$ cat src/rtl/batalha_pkg.sv
// Shared definitions for the battleship board: geometry, vector field layout,
// ship lengths, placement FSM states and the cell-to-bitmap index mapping.
package batalha_pkg;

  localparam int unsigned GRADE        = 8;
  localparam int unsigned COORD_W      = 4;
  localparam int unsigned IDX_W        = $clog2(GRADE * GRADE);
  localparam int unsigned CAMPO_X_MSB  = 6;
  localparam int unsigned CAMPO_Y_MSB  = 10;
  localparam int unsigned PASSO_CELULA = 8;

  localparam int unsigned TAM_PORTA_AVIOES = 5;
  localparam int unsigned TAM_ENCOURACADO  = 4;
  localparam int unsigned TAM_CRUZADOR     = 3;
  localparam int unsigned TAM_SUBMARINO    = 2;

  typedef logic [COORD_W-1:0] coord_t;

  typedef enum logic [1:0] {
    S_IDLE,
    S_EDIT,
    S_CHECK,
    S_DONE
  } estado_t;

  // Coordinates are 1-based; bitmap bit (y-1)*GRADE + (x-1)
  function automatic logic [IDX_W-1:0] indice_celula(input coord_t x, input coord_t y);
    coord_t xm1;
    coord_t ym1;
    xm1 = x - 1'b1;
    ym1 = y - 1'b1;
    return IDX_W'(int'(ym1) * GRADE + int'(xm1));
  endfunction

endpackage

$ cat src/rtl/celula_ocupada.sv
// Looks up the occupancy bit of a single board cell given its 1-based (x,y).
module celula_ocupada
  import batalha_pkg::*;
(
  input  coord_t                   i_x,
  input  coord_t                   i_y,
  input  logic [GRADE*GRADE-1:0]   i_ocupado,
  output logic                     o_ocupada
);

  logic [IDX_W-1:0] w_indice;

  assign w_indice  = indice_celula(i_x, i_y);
  assign o_ocupada = i_ocupado[w_indice];

endmodule

$ cat src/rtl/posiciona_porta_avioes.sv
// Aircraft-carrier placement controller: button-driven anchor/orientation editing,
// cell-by-cell overlap check against the occupancy map, registered position vector.
module posiciona_porta_avioes #(
  parameter int unsigned TAM   = 5,
  parameter int unsigned GRADE = 8
) (
  input  logic                     clk,
  input  logic                     reset,
  input  logic                     iniciar,
  input  logic                     btn_cima,
  input  logic                     btn_baixo,
  input  logic                     btn_esq,
  input  logic                     btn_dir,
  input  logic                     btn_girar,
  input  logic                     btn_confirmar,
  input  logic [GRADE*GRADE-1:0]   ocupado,
  output logic [63:0]              posicoesEmbarcacao,
  output logic                     editando,
  output logic                     pronto,
  output logic                     rejeitado
);

  import batalha_pkg::*;

  localparam int unsigned K_W   = $clog2(TAM);
  localparam coord_t      LIM   = coord_t'(GRADE - TAM + 1);
  localparam coord_t      GMAX  = coord_t'(GRADE);
  localparam logic [K_W-1:0] K_ULT = K_W'(TAM - 1);

  estado_t          r_estado, w_estado;
  coord_t           r_x0, r_y0, w_x0, w_y0;
  logic             r_vert, w_vert;
  logic [K_W-1:0]   r_k, w_k;
  logic [63:0]      r_vetor, w_vetor;
  logic             r_editando, r_pronto, r_rejeitado, w_rej;

  coord_t           w_cx, w_cy, w_lim_x, w_lim_y;
  logic             w_hit;

  function automatic logic [63:0] montar_vetor(input coord_t x0, input coord_t y0,
                                               input logic vert, input logic fixo);
    logic [63:0] v;
    v = '0;
    for (int unsigned k = 0; k < TAM; k++) begin
      v[CAMPO_X_MSB + PASSO_CELULA*k -: COORD_W] = vert ? x0 : x0 + coord_t'(k);
      v[CAMPO_Y_MSB + PASSO_CELULA*k -: COORD_W] = vert ? y0 + coord_t'(k) : y0;
    end
    v[0] = fixo;
    return v;
  endfunction

  assign w_cx = r_vert ? r_x0 : r_x0 + coord_t'(r_k);
  assign w_cy = r_vert ? r_y0 + coord_t'(r_k) : r_y0;

  celula_ocupada u_celula (
    .i_x       (w_cx),
    .i_y       (w_cy),
    .i_ocupado (ocupado),
    .o_ocupada (w_hit)
  );

  assign w_lim_x = r_vert ? GMAX : LIM;
  assign w_lim_y = r_vert ? LIM  : GMAX;

  // iniciar restarts from any state, so it is handled ahead of the per-state logic
  always_comb begin
    w_estado = r_estado;
    w_x0     = r_x0;
    w_y0     = r_y0;
    w_vert   = r_vert;
    w_k      = r_k;
    w_rej    = 1'b0;
    if (iniciar) begin
      w_estado = S_EDIT;
      w_x0     = coord_t'(1);
      w_y0     = coord_t'(1);
      w_vert   = 1'b0;
      w_k      = '0;
    end else begin
      case (r_estado)
        S_EDIT: begin
          if (btn_confirmar) begin
            w_estado = S_CHECK;
            w_k      = '0;
          end else if (btn_girar) begin
            w_vert = ~r_vert;
            if (!r_vert && r_y0 > LIM) w_y0 = LIM;
            if (r_vert && r_x0 > LIM)  w_x0 = LIM;
          end else if (btn_cima) begin
            if (r_y0 < w_lim_y) w_y0 = r_y0 + 1'b1;
          end else if (btn_baixo) begin
            if (r_y0 > coord_t'(1)) w_y0 = r_y0 - 1'b1;
          end else if (btn_esq) begin
            if (r_x0 > coord_t'(1)) w_x0 = r_x0 - 1'b1;
          end else if (btn_dir) begin
            if (r_x0 < w_lim_x) w_x0 = r_x0 + 1'b1;
          end
        end
        S_CHECK: begin
          if (w_hit) begin
            w_estado = S_EDIT;
            w_rej    = 1'b1;
          end else if (r_k == K_ULT) begin
            w_estado = S_DONE;
          end else begin
            w_k = r_k + 1'b1;
          end
        end
        default: ;
      endcase
    end
  end

  assign w_vetor = (w_estado == S_IDLE) ? '0
                 : montar_vetor(w_x0, w_y0, w_vert, w_estado == S_DONE);

  always_ff @(posedge clk) begin
    if (reset) begin
      r_estado    <= S_IDLE;
      r_x0        <= coord_t'(1);
      r_y0        <= coord_t'(1);
      r_vert      <= 1'b0;
      r_k         <= '0;
      r_vetor     <= '0;
      r_editando  <= 1'b0;
      r_pronto    <= 1'b0;
      r_rejeitado <= 1'b0;
    end else begin
      r_estado    <= w_estado;
      r_x0        <= w_x0;
      r_y0        <= w_y0;
      r_vert      <= w_vert;
      r_k         <= w_k;
      r_vetor     <= w_vetor;
      r_editando  <= (w_estado == S_EDIT);
      r_pronto    <= (w_estado == S_DONE);
      r_rejeitado <= w_rej;
    end
  end

  assign posicoesEmbarcacao = r_vetor;
  assign editando           = r_editando;
  assign pronto             = r_pronto;
  assign rejeitado          = r_rejeitado;

endmodule

$ cat config.mk
export PLATFORM = sky130hd
export DESIGN_NAME = posiciona_porta_avioes
export DESIGN_NICKNAME = d
export VERILOG_FILES = /design/src/rtl/batalha_pkg.sv /design/src/rtl/celula_ocupada.sv /design/src/rtl/posiciona_porta_avioes.sv
export SDC_FILE = /design/constraint.sdc
export NUM_CORES = 1
export LEC_CHECK = 0
export ABC_AREA = 1
export CORE_ASPECT_RATIO = 0.5
export CORE_MARGIN = 3
export CORE_UTILIZATION = 43
export DETAILED_ROUTE_END_ITERATION = 12
export PLACE_DENSITY_LB_ADDON = 0.1
export SYNTH_ARGS = -nofsm -noshare
export SYNTH_HDL_FRONTEND = slang
export SYNTH_SLANG_ARGS = --single-unit
$ cat constraint.sdc
create_clock -name clk -period 9.55 [get_ports clk]
set_clock_uncertainty 0.2 [all_clocks]
set_input_delay 2.3875 -clock clk [delete_from_list [all_inputs] [get_ports clk]]
set_output_delay 2.3875 -clock clk [all_outputs]
set_load 0.01 [all_outputs]
==> results of run 1 <==
-- through the flow --
step | hold WS, ns | util
detailed placement | 0.3583 | 0.5564
global route | 0.4018 | 0.5723
global placement | 0.3436 | 0.5564
floorplan | 0.3001 | -
finish | 0.3621 | 0.5723
CTS | 0.3690 | 0.5723
-- worst max path at each step --
| stage | endpoint | slack [ns] |
|---|---|---|
| 2_1_floorplan | posicoesEmbarcacao[18]$_SDFF_PP0_ | 5.25 |
| 3_3_place_gp | posicoesEmbarcacao[28]$_SDFF_PP0_ | 4.54 |
| 3_5_place_dp | posicoesEmbarcacao[18]$_SDFF_PP0_ | 4.47 |
| 4_1_cts | posicoesEmbarcacao[18]$_SDFF_PP0_ | 4.77 |
| 5_1_grt | posicoesEmbarcacao[18]$_SDFF_PP0_ | 4.44 |
| 6_report | posicoesEmbarcacao[18]$_SDFF_PP0_ | 4.72 |
-- final cells by class --
class | instances | area, um^2
fill | 989 | 4160
multi-input combinational | 473 | 2611
timing repair buffer | 116 | 1161
sequential | 50 | 1001
inverter | 124 | 470.5
tap | 135 | 168.9
clock buffer | 6 | 138.9
clock inverter | 2 | 16.27
-- critical path, stage by stage --
cell	delay (ns)
clkdlybuf4s50_1	0.40
inv_1	0.07
nand2_1	0.16
inv_1	0.14
nand2_1	0.08
o21ai_0	0.30
o21ai_0	0.13
o21ai_0	0.14
nand2_1	0.21
inv_1	0.14
ha_1	0.15
nand2_1	0.09
nor2_1	0.17
xor2_1	0.18
a21oi_2	0.04
-- state kept, by name (all words and copies together) (netlist names) --
signal,count
r_y0,4
r_vert,1
r_x0,4
rejeitado,1
r_k,3
r_estado,2
pronto,1
posicoesEmbarcacao,33
editando,1
-- placed cells by master (no fill, tap or decap), types with 4 or more instances in the layout --
cell             Yosys  layout
clkbuf_16            0       5
nor3_1               6       6
nand3_1             79      79
nor2_1              32      32
ha_1                30      30
o21ai_0             35      35
a21oi_1             20      20
dfxtp_1             50      50
nand2_1            168     168
nand2_4              4       4
nand4_1              4       4
inv_1              121     121
nand3b_1             7       7
a21oi_2             30      30
clkdlybuf4s50_1      0     116
nand2_2              5       5
conb_1               1      23
xor2_1              10      10
-- routing by layer --
layer / up-vias / GRT usage / share of wire
met1: 1884 / 0.2872 / 0.52
met4: 0 / 0.02466 / 0.0032
met2: 121 / 0.2964 / 0.41
met5: - / 0 / 0
li1: 2252 / - / -
met3: 4 / 0.02859 / 0.067
-- where the power goes --
group / switching [mW] / internal [mW]
clock: 0.0818 / 0.105
combinational: 0.0675 / 0.0626
sequential: 0.00356 / 0.215
-- cell families after synthesis --
family	after synthesis	synth area share
AOI/OAI and AO/OA	94	0.1343
xor gates and xnor gates	12	0.02375
adders and majority gates	32	0.09387
buffers and inverters	178	0.2024
DFF	50	0.2262
other	1	0.0008474
and+or+nand+nor	312	0.3186
==> metrics, run 1 <==
first-pass GRT wire length 18.75 mm; Max FO, Critical Path 7; die area 0.01162 mm^2; GP Congestion 0.8937; Avg Synthesized Cell Area 6.518 um^2; # rows 25; Synth cell types 35; Final Cell Area 0.005568 mm^2; most common flop cell mapped by yosys dfxtp_1; synth top area cells dfxtp_1 (23%), nand2_1 (14%), inv_1 (10%), nand3_1 (8.9%), ha_1 (8.5%); post-layout minimum cycle time 4.828 ns; Fin. Hold Viols 0; # hold bufs at CTS 0; CTS Root Cell clkbuf_16; most frequent cells after synthesis nand2_1 (168), inv_1 (121), nand3_1 (79); RSZ-0062 raised after global routing no; synthesized flop and latch total 50; Clock Latency Late Sink 0.29 ns; Die Span X 149.5 um; Fin Setup TNS 0 ns; post-synth top area cell dfxtp_1; Starting Density 0.4549; clk slew on worst S/H paths 0.07 ns; post-route ant nets 0; most frequent cell after synthesis nand2_1; layout cells sized above 1 0.07263; Critical Path Source Type input pin; remaining global-route overflow 0; Nets 875; Max-Cap Viols 0; largest net degree at the start of global routing 37; Post-route DRC 0; initial antenna violation count 0; drt initial violations 147; R2R cell count 17; die height 77.74 um; CTS H-Tree Depth 2; setup bufs post-CTS 0; total core area 0.009728 mm^2; actual slew at the worst max-slew pin 0.5876 ns; Peak Freq 207.1 MHz; class of the worst hold path flop to flop; Crit. Startpoint btn_confirmar; CP Class input pin to flop; Max Slew Vio Count 0; Worst EP required 9.51 ns; post-synth top area share 0.2262; total routed wirelength 11.40 mm; pre-CTS WS 4.472 ns; HPWL Detailed 8.514 mm; R2R Path Start r_x0[0]$_SDFF_PP1_; worst min-delay path startpoint r_k[0]$_SDFFE_PP0P_; Final WS setup 4.722 ns; register area share after synthesis 0.2262; Via-to-Cell Ratio 4.703; hold path cells 2; pwr dens 96.26 mW/mm^2; Worst EP arrival 4.79 ns; YS warnings 0; Final Non-Filler Cells 906; placed cells 898; Worst Hold End r_k[0]$_SDFFE_PP0P_; total power 0.5360 mW; Worst IR Drop VDD 0.09931 mV; routed vias 4,261; 1st-pass router iterations 5; run status completed; clk sinks 50; final setup fails 0; synthesized netlist cell count 679; CTS buffer count 5; fin crit share 0.5055; CTS tree built; crit end category flop; synthesized area 0.004425 mm^2; Syn-to-layout area delta 25.81%; leakage 2.726 nW; r2r setup slk 5.08 ns; ys async rst share 0; Post-synth EDFFs 0; clock tree buffer depth 2; ant diodes 0; CTS resizes 0; IO buf count 116; reg2reg end posicoesEmbarcacao[42]$_SDFF_PP0_; Routed WL per cell 12.58 um; io pins 140; slew margin rel. 0.6057; DP Area 0.005413 mm^2; vias in the first global route 3,951; Total Routing Usage GR 0.1913
Power figures use the tool's default switching activity.
==> run 2, diff against run 1 <==
clock period = 4.5 ns   (was 9.55 ns; I/O delays follow)
==> run 2 against run 1 <==
Clock power rose by 91%. Sequential share of layout area barely moved. Utilization increased by 0.15 points. First-iteration DRC count shrank 3.4%. Highest routed layer unchanged. Largest cell class unchanged. Global-route usage fell by 0.56 points. Register-to-register slack got worse by 4.4 ns. Flip-flop and latch count is the same. Die area unchanged. Combinational power rose by 110%. Largest power group unchanged. Sequential power is 110% higher.
==> metrics, run 2 (synthesized netlist as in run 1, its figures left out) <==
CTS tree built; class of the worst hold path flop to flop; Clock Latency Late Sink 0.28 ns (about the same); CP delay by family, top simple AND/OR/NAND/NOR gates; pwr dens 197.1 mW/mm^2 (+100%); WHS 0.3545 ns (-0.007535 ns); max reg flops 33 (unchanged); slew margin rel. 0.6160 (+0.01036); critical path endpoint posicoesEmbarcacao[13]$_SDFF_PP0_; final setup fails 0 (unchanged); Max FO, Critical Path 33 (+26); largest net degree at the start of global routing 37 (unchanged); Max Slew Vio Count 0 (unchanged); actual slew at the worst max-slew pin 0.5760 ns (-0.01160 ns); Syn-to-layout area delta 26.15%; Via-to-Cell Ratio 4.691 (-0.26%); Die Span X 149.5 um (unchanged); RSZ-0062 raised after global routing no; reg2reg end posicoesEmbarcacao[13]$_SDFF_PP0_; drt initial violations 142 (-3.4%); die height 77.74 um (unchanged); crit end category flop; placed cells 902 (+0.45%); Crit path buffers/inverters 2 (-2); post-layout minimum cycle time 3.836 ns; # hold bufs at CTS 0 (unchanged); Max-Cap Viols 0 (unchanged); # rows 25 (unchanged); initial antenna violation count 0 (unchanged); pre-CTS WS 0.6163 ns (-3.856 ns); Crit. Startpoint r_x0[2]$_SDFF_PP0_; remaining global-route overflow 0 (unchanged); worst-path cell chain ha_1 -> inv_1 -> nor2_1 -> o21ai_0 -> xor2_1 -> xor2_1 -> inv_1 -> ha_1 -> ha_1 -> xor2_1 -> xor2_1 -> nand3_2 -> nand2_4 -> nand3_2 -> nand2_2 -> nand3_4 -> a21oi_1; clk sinks 50 (unchanged); CP Class flop to flop; Peak Freq 260.7 MHz; Nets 879 (+0.46%); routed vias 4,264 (+0.070%); Worst EP arrival 3.84 ns (-0.95 ns); Worst EP required 4.51 ns (-5.00 ns); CTS buffer count 5 (unchanged); max incr delay on CP 0.55 ns (+0.15 ns); HPWL Detailed 8.602 mm (+1.0%); CP most frequent cell xor2_1; ant diodes 0 (unchanged); Critical Path Source Type flop; Routed WL per cell 12.44 um (-1.2%); Crit-path slowest cell dfxtp_1; post-route ant nets 0 (unchanged); Final Non-Filler Cells 909 (+0.33%); Starting Density 0.4549 (unchanged); IO buf count 116 (unchanged); leakage 2.731 nW (+0.19%); R2R Path Start r_x0[2]$_SDFF_PP0_; io pins 140 (unchanged); total core area 0.009728 mm^2 (unchanged); 1st-pass router iterations 5 (unchanged); die area 0.01162 mm^2 (unchanged); layout cells sized above 1 0.07623 (+0.003594); first-pass GRT wire length 17.99 mm (-4.0%); total routed wirelength 11.31 mm (-0.84%); Fin. Hold Viols 0 (unchanged); CTS resizes 0 (unchanged); clock tree buffer depth 2 (unchanged); fin crit share 0.8525; R2R cell count 17 (unchanged); run status completed; Post-route DRC 0 (unchanged); Worst IR Drop VDD 0.1418 mV (+43%); Final WS setup 0.6637 ns (-4.059 ns); CTS H-Tree Depth 2 (unchanged); most frequent cells in the layout nand2_1 (168), inv_1 (121), clkdlybuf4s50_1 (116), nand3_1 (79), dfxtp_1 (50); commonest non-fill, non-tap cell in the layout nand2_1; vias in the first global route 3,734 (-5.5%); cell depth of the worst setup path 17 (+2); CTS Root Cell clkbuf_16; GP Congestion 0.8813 (-1.4%); Fin Setup TNS 0 ns (unchanged); Total Routing Usage GR 0.1857 (-0.005593); setup bufs post-CTS 0 (unchanged); r2r setup slk 0.66 ns (-4.42 ns); Util after Layout 0.5739 (+0.001544); clk slew on worst S/H paths 0.06 ns (about the same)
==> run 2: cell types whose count changed in the layout (fill, tap and decap cells not counted), sizes merged <==
cell	delta
clkinvlp	+1
clkbuf	-1
inv	-1
buf	+4
==> run 2: routing by layer <==
layer  up-vias  GRT usage  routed length [um]
met1      1864     0.2866                5995
met4         0    0.03105                  70
met2       134     0.2748                4541
li1       2257          -                   -
met5         -          0                   0
met3         9    0.02684                 698
==> run 2: worst reg2reg max path: cells and delay by family (launching register included) <==
family / cells / cell delay [ns]
flip-flops: 1 / 0.55
AND/OR/NAND/NOR: 6 / 0.90
adder cells (fa/ha/maj): 3 / 0.72
buffers and inverters: 2 / 0.17
XOR/XNOR: 4 / 0.75
AO/OA/AOI/OAI: 2 / 0.49
==> run 2: final cells by class <==
class                      instances  area (um^2)
clock buffer                       5        125.1
fill                             955         4145
tap                              135        168.9
multi-input combinational        473         2611
timing repair buffer             120         1191
sequential                        50         1001
clock inverter                     2        15.01
inverter                         124        470.5
==> run 2: worst min-delay path by stage <==
stage	from	end	cells after the start
floorplan	r_k[0]$_SDFFE_PP0P_	r_k[0]$_SDFFE_PP0P_	2
global placement	r_k[0]$_SDFFE_PP0P_	r_k[0]$_SDFFE_PP0P_	2
detailed placement	r_k[0]$_SDFFE_PP0P_	r_k[0]$_SDFFE_PP0P_	2
CTS	r_k[0]$_SDFFE_PP0P_	r_k[0]$_SDFFE_PP0P_	2
global route	r_k[0]$_SDFFE_PP0P_	r_k[0]$_SDFFE_PP0P_	2
finish	r_k[0]$_SDFFE_PP0P_	r_k[0]$_SDFFE_PP0P_	2
==> run 2: stage by stage <==
step	total power, mW	cell area [um^2]
after floorplan	0.6539	4508
after global placement	0.7509	5443
after detailed placement	0.7507	5443
after CTS	1.113	5583
after global routing	1.163	5583
final	1.101	5583
==> run 2: power by group <==
group / switching, mW / internal, mW / total (mW)
clock network: 0.156 / 0.203 / 0.358
registers: 0.00752 / 0.457 / 0.465
logic: 0.144 / 0.134 / 0.278
total: 0.307 / 0.793 / 1.10
==> run 3, diff against run 2 <==
GPL_TIMING_DRIVEN = 0   (was not set)
==> run 3 against run 2 <==
Via count is 6.0% higher. Final area increased by 7.5%. Clock power up 23%. Power up 11%. Fmax down 5.3%. Hold slack got worse by 0.0024 ns. Cell count grew 5.5%. Critical path type unchanged. Highest routed layer unchanged.
==> metrics, run 3 (synthesized netlist as in run 1, its figures left out) <==
Util after Layout 0.6168 (+0.04296); Final WS setup 0.4488 ns (-0.2149 ns); post-layout minimum cycle time 4.051 ns (+0.2149 ns); clock tree buffer depth 2 (unchanged); IO buf count 115 (-0.86%); first-pass GRT wire length 19.73 mm (+9.7%); Worst EP arrival 4.08 ns (+0.24 ns); Sw Pwr 0.3333 mW (+8.5%); # hold bufs at CTS 0 (unchanged); Total Routing Usage GR 0.2027 (+0.01700); final setup fails 0 (unchanged); Final Cell Area 0.006001 mm^2 (+7.5%); io pins 140 (unchanged); Max Slew Vio Count 0 (unchanged); Routed WL per cell 12.59 um (+1.2%); Critical Path Source Type flop; Worst IR Drop VDD 0.1635 mV (+15%); internal power 0.8833 mW (+11%); Fin. Hold Viols 0 (unchanged); total power 1.217 mW (+11%); Die Span X 149.5 um (unchanged); actual slew at the worst max-slew pin 0.6204 ns (+0.04439 ns); leakage 3.010 nW (+10%); HPWL Detailed 9.326 mm (+8.4%); remaining global-route overflow 0 (unchanged); max reg flops 33 (unchanged); vias in the first global route 4,182 (+12%); Syn-to-layout area delta 35.60%; commonest non-fill, non-tap cell in the layout nand2_1; worst-path cell chain ha_1 -> fa_1 -> o21ai_0 -> ha_1 -> buf_2 -> inv_1 -> buf_2 -> nand3_1 -> nand2_1 -> nand2_1 -> nand3_1 -> nand3_1 -> nand3_2 -> nand2_4 -> nand2_1 -> nand2_1 -> nand2_2 -> nand2_4 -> buf_6 -> a21oi_2; share of power burned in the clock network 0.361 (+0.035); setup bufs post-CTS 0 (unchanged); Fin Setup TNS 0 ns (unchanged); pre-CTS WS 0.4664 ns (-0.1499 ns); run status completed; total core area 0.009728 mm^2 (unchanged); fill cell count 971 (+1.7%); drt initial violations 141 (-0.70%); die area 0.01162 mm^2 (unchanged); DP Area 0.005828 mm^2 (+7.1%); Peak Freq 246.8 MHz (-5.3%); RSZ-0062 raised after global routing no; Post-route DRC 0 (unchanged); CP most frequent cell nand2_1; GP Congestion 0.8732 (-0.92%); post-route ant nets 0 (unchanged); slew margin rel. 0.5836 (-0.03237); Worst EP required 4.53 ns (+0.02 ns); routed vias 4,518 (+6.0%); total routed wirelength 12.07 mm (+6.8%); Starting Density 0.4549 (unchanged); clk sinks 50 (unchanged); initial antenna violation count 0 (unchanged); CTS resizes 0 (unchanged); # rows 25 (unchanged); CTS Root Cell clkbuf_16; ant diodes 0 (unchanged); clk slew on worst S/H paths 0.07 ns (about the same); Max FO, Critical Path 10 (-70%); placed cells 951 (+5.4%); Crit-path slowest cell dfxtp_1; most frequent cells in the layout nand2_1 (168), inv_1 (121), clkdlybuf4s50_1 (115), nand3_1 (79), dfxtp_1 (50); class of the worst hold path flop to flop; Final Non-Filler Cells 959 (+5.5%); max incr delay on CP 0.59 ns (+0.04 ns); largest net degree at the start of global routing 18 (-51%); fin crit share 0.9003 (+0.04777); Clock Latency Late Sink 0.29 ns (about the same); Seq pwr share 0.381 (-0.041); Via-to-Cell Ratio 4.711 (+0.43%); layout cells sized above 1 0.1311 (+0.05484); pwr dens 202.7 mW/mm^2 (+2.8%); CTS tree built; Max-Cap Viols 0 (unchanged); crit end category flop; WHS 0.3522 ns (-0.002366 ns); CTS H-Tree Depth 2 (unchanged); CTS buffer count 5 (unchanged); combinational power share 0.258 (+0.006); Nets 928 (+5.6%); die height 77.74 um (unchanged); 1st-pass router iterations 6 (+1); switching power share of the total 0.2740 (-0.005167); CP Class flop to flop
==> run 3: layout make-up <==
class / count / area [um^2] / area share
Inverter: 124 / 470.5 / 0.07840
Tap cell: 135 / 168.9 / 0.02815
Sequential cell: 50 / 1001 / 0.1668
Buffer: 54 / 425.4 / 0.07089
Clock inverter: 3 / 47.55 / 0.007923
Multi-Input combinational cell: 473 / 2611 / 0.4352
Clock buffer: 5 / 125.1 / 0.02085
Timing Repair Buffer: 115 / 1151 / 0.1918
==> run 3: power groups by stage <==
stage | registers, mW | clock network (mW) | logic [mW]
after floorplan | 0.479 | 0 | 0.175
after detailed placement | 0.474 | 0 | 0.311
after global routing | 0.465 | 0.462 | 0.346
after CTS | 0.463 | 0.446 | 0.314
after global placement | 0.473 | 0 | 0.309
final | 0.463 | 0.440 | 0.313
==> run 3: path summary, 6_finish.rpt <==
| kind | from | slack [ns] | endpoint | cells past startpoint |
|---|---|---|---|---|
| hold / removal | r_k[0]$_SDFFE_PP0P_ | 0.35 | r_k[0]$_SDFFE_PP0P_ | 2 |
| hold reg to reg | r_k[0]$_SDFFE_PP0P_ | 0.35 | r_k[0]$_SDFFE_PP0P_ | 2 |
| setup / recovery | r_x0[0]$_SDFF_PP1_ | 0.45 | posicoesEmbarcacao[24]$_SDFF_PP0_ | 20 |
| setup reg to reg | r_x0[0]$_SDFF_PP1_ | 0.45 | posicoesEmbarcacao[24]$_SDFF_PP0_ | 20 |
==> run 3: critical path, delay by kind of cell, from the launching register on <==
kind	cells	cell delay (ns)
adder cells (fa/ha/maj)	3	0.97
AND/OR/NAND/NOR	11	0.96
buffers and inverters	4	0.87
AO/OA/AOI/OAI	2	0.40
flip-flops	1	0.59
==> run 3: routing by layer <==
metal	vias to the layer above	GRT usage	wire, um
li1	2371	-	-
met1	2003	0.2856	5959
met2	136	0.3324	5130
met3	8	0.03501	925
met4	0	0.03014	57
met5	-	0	0
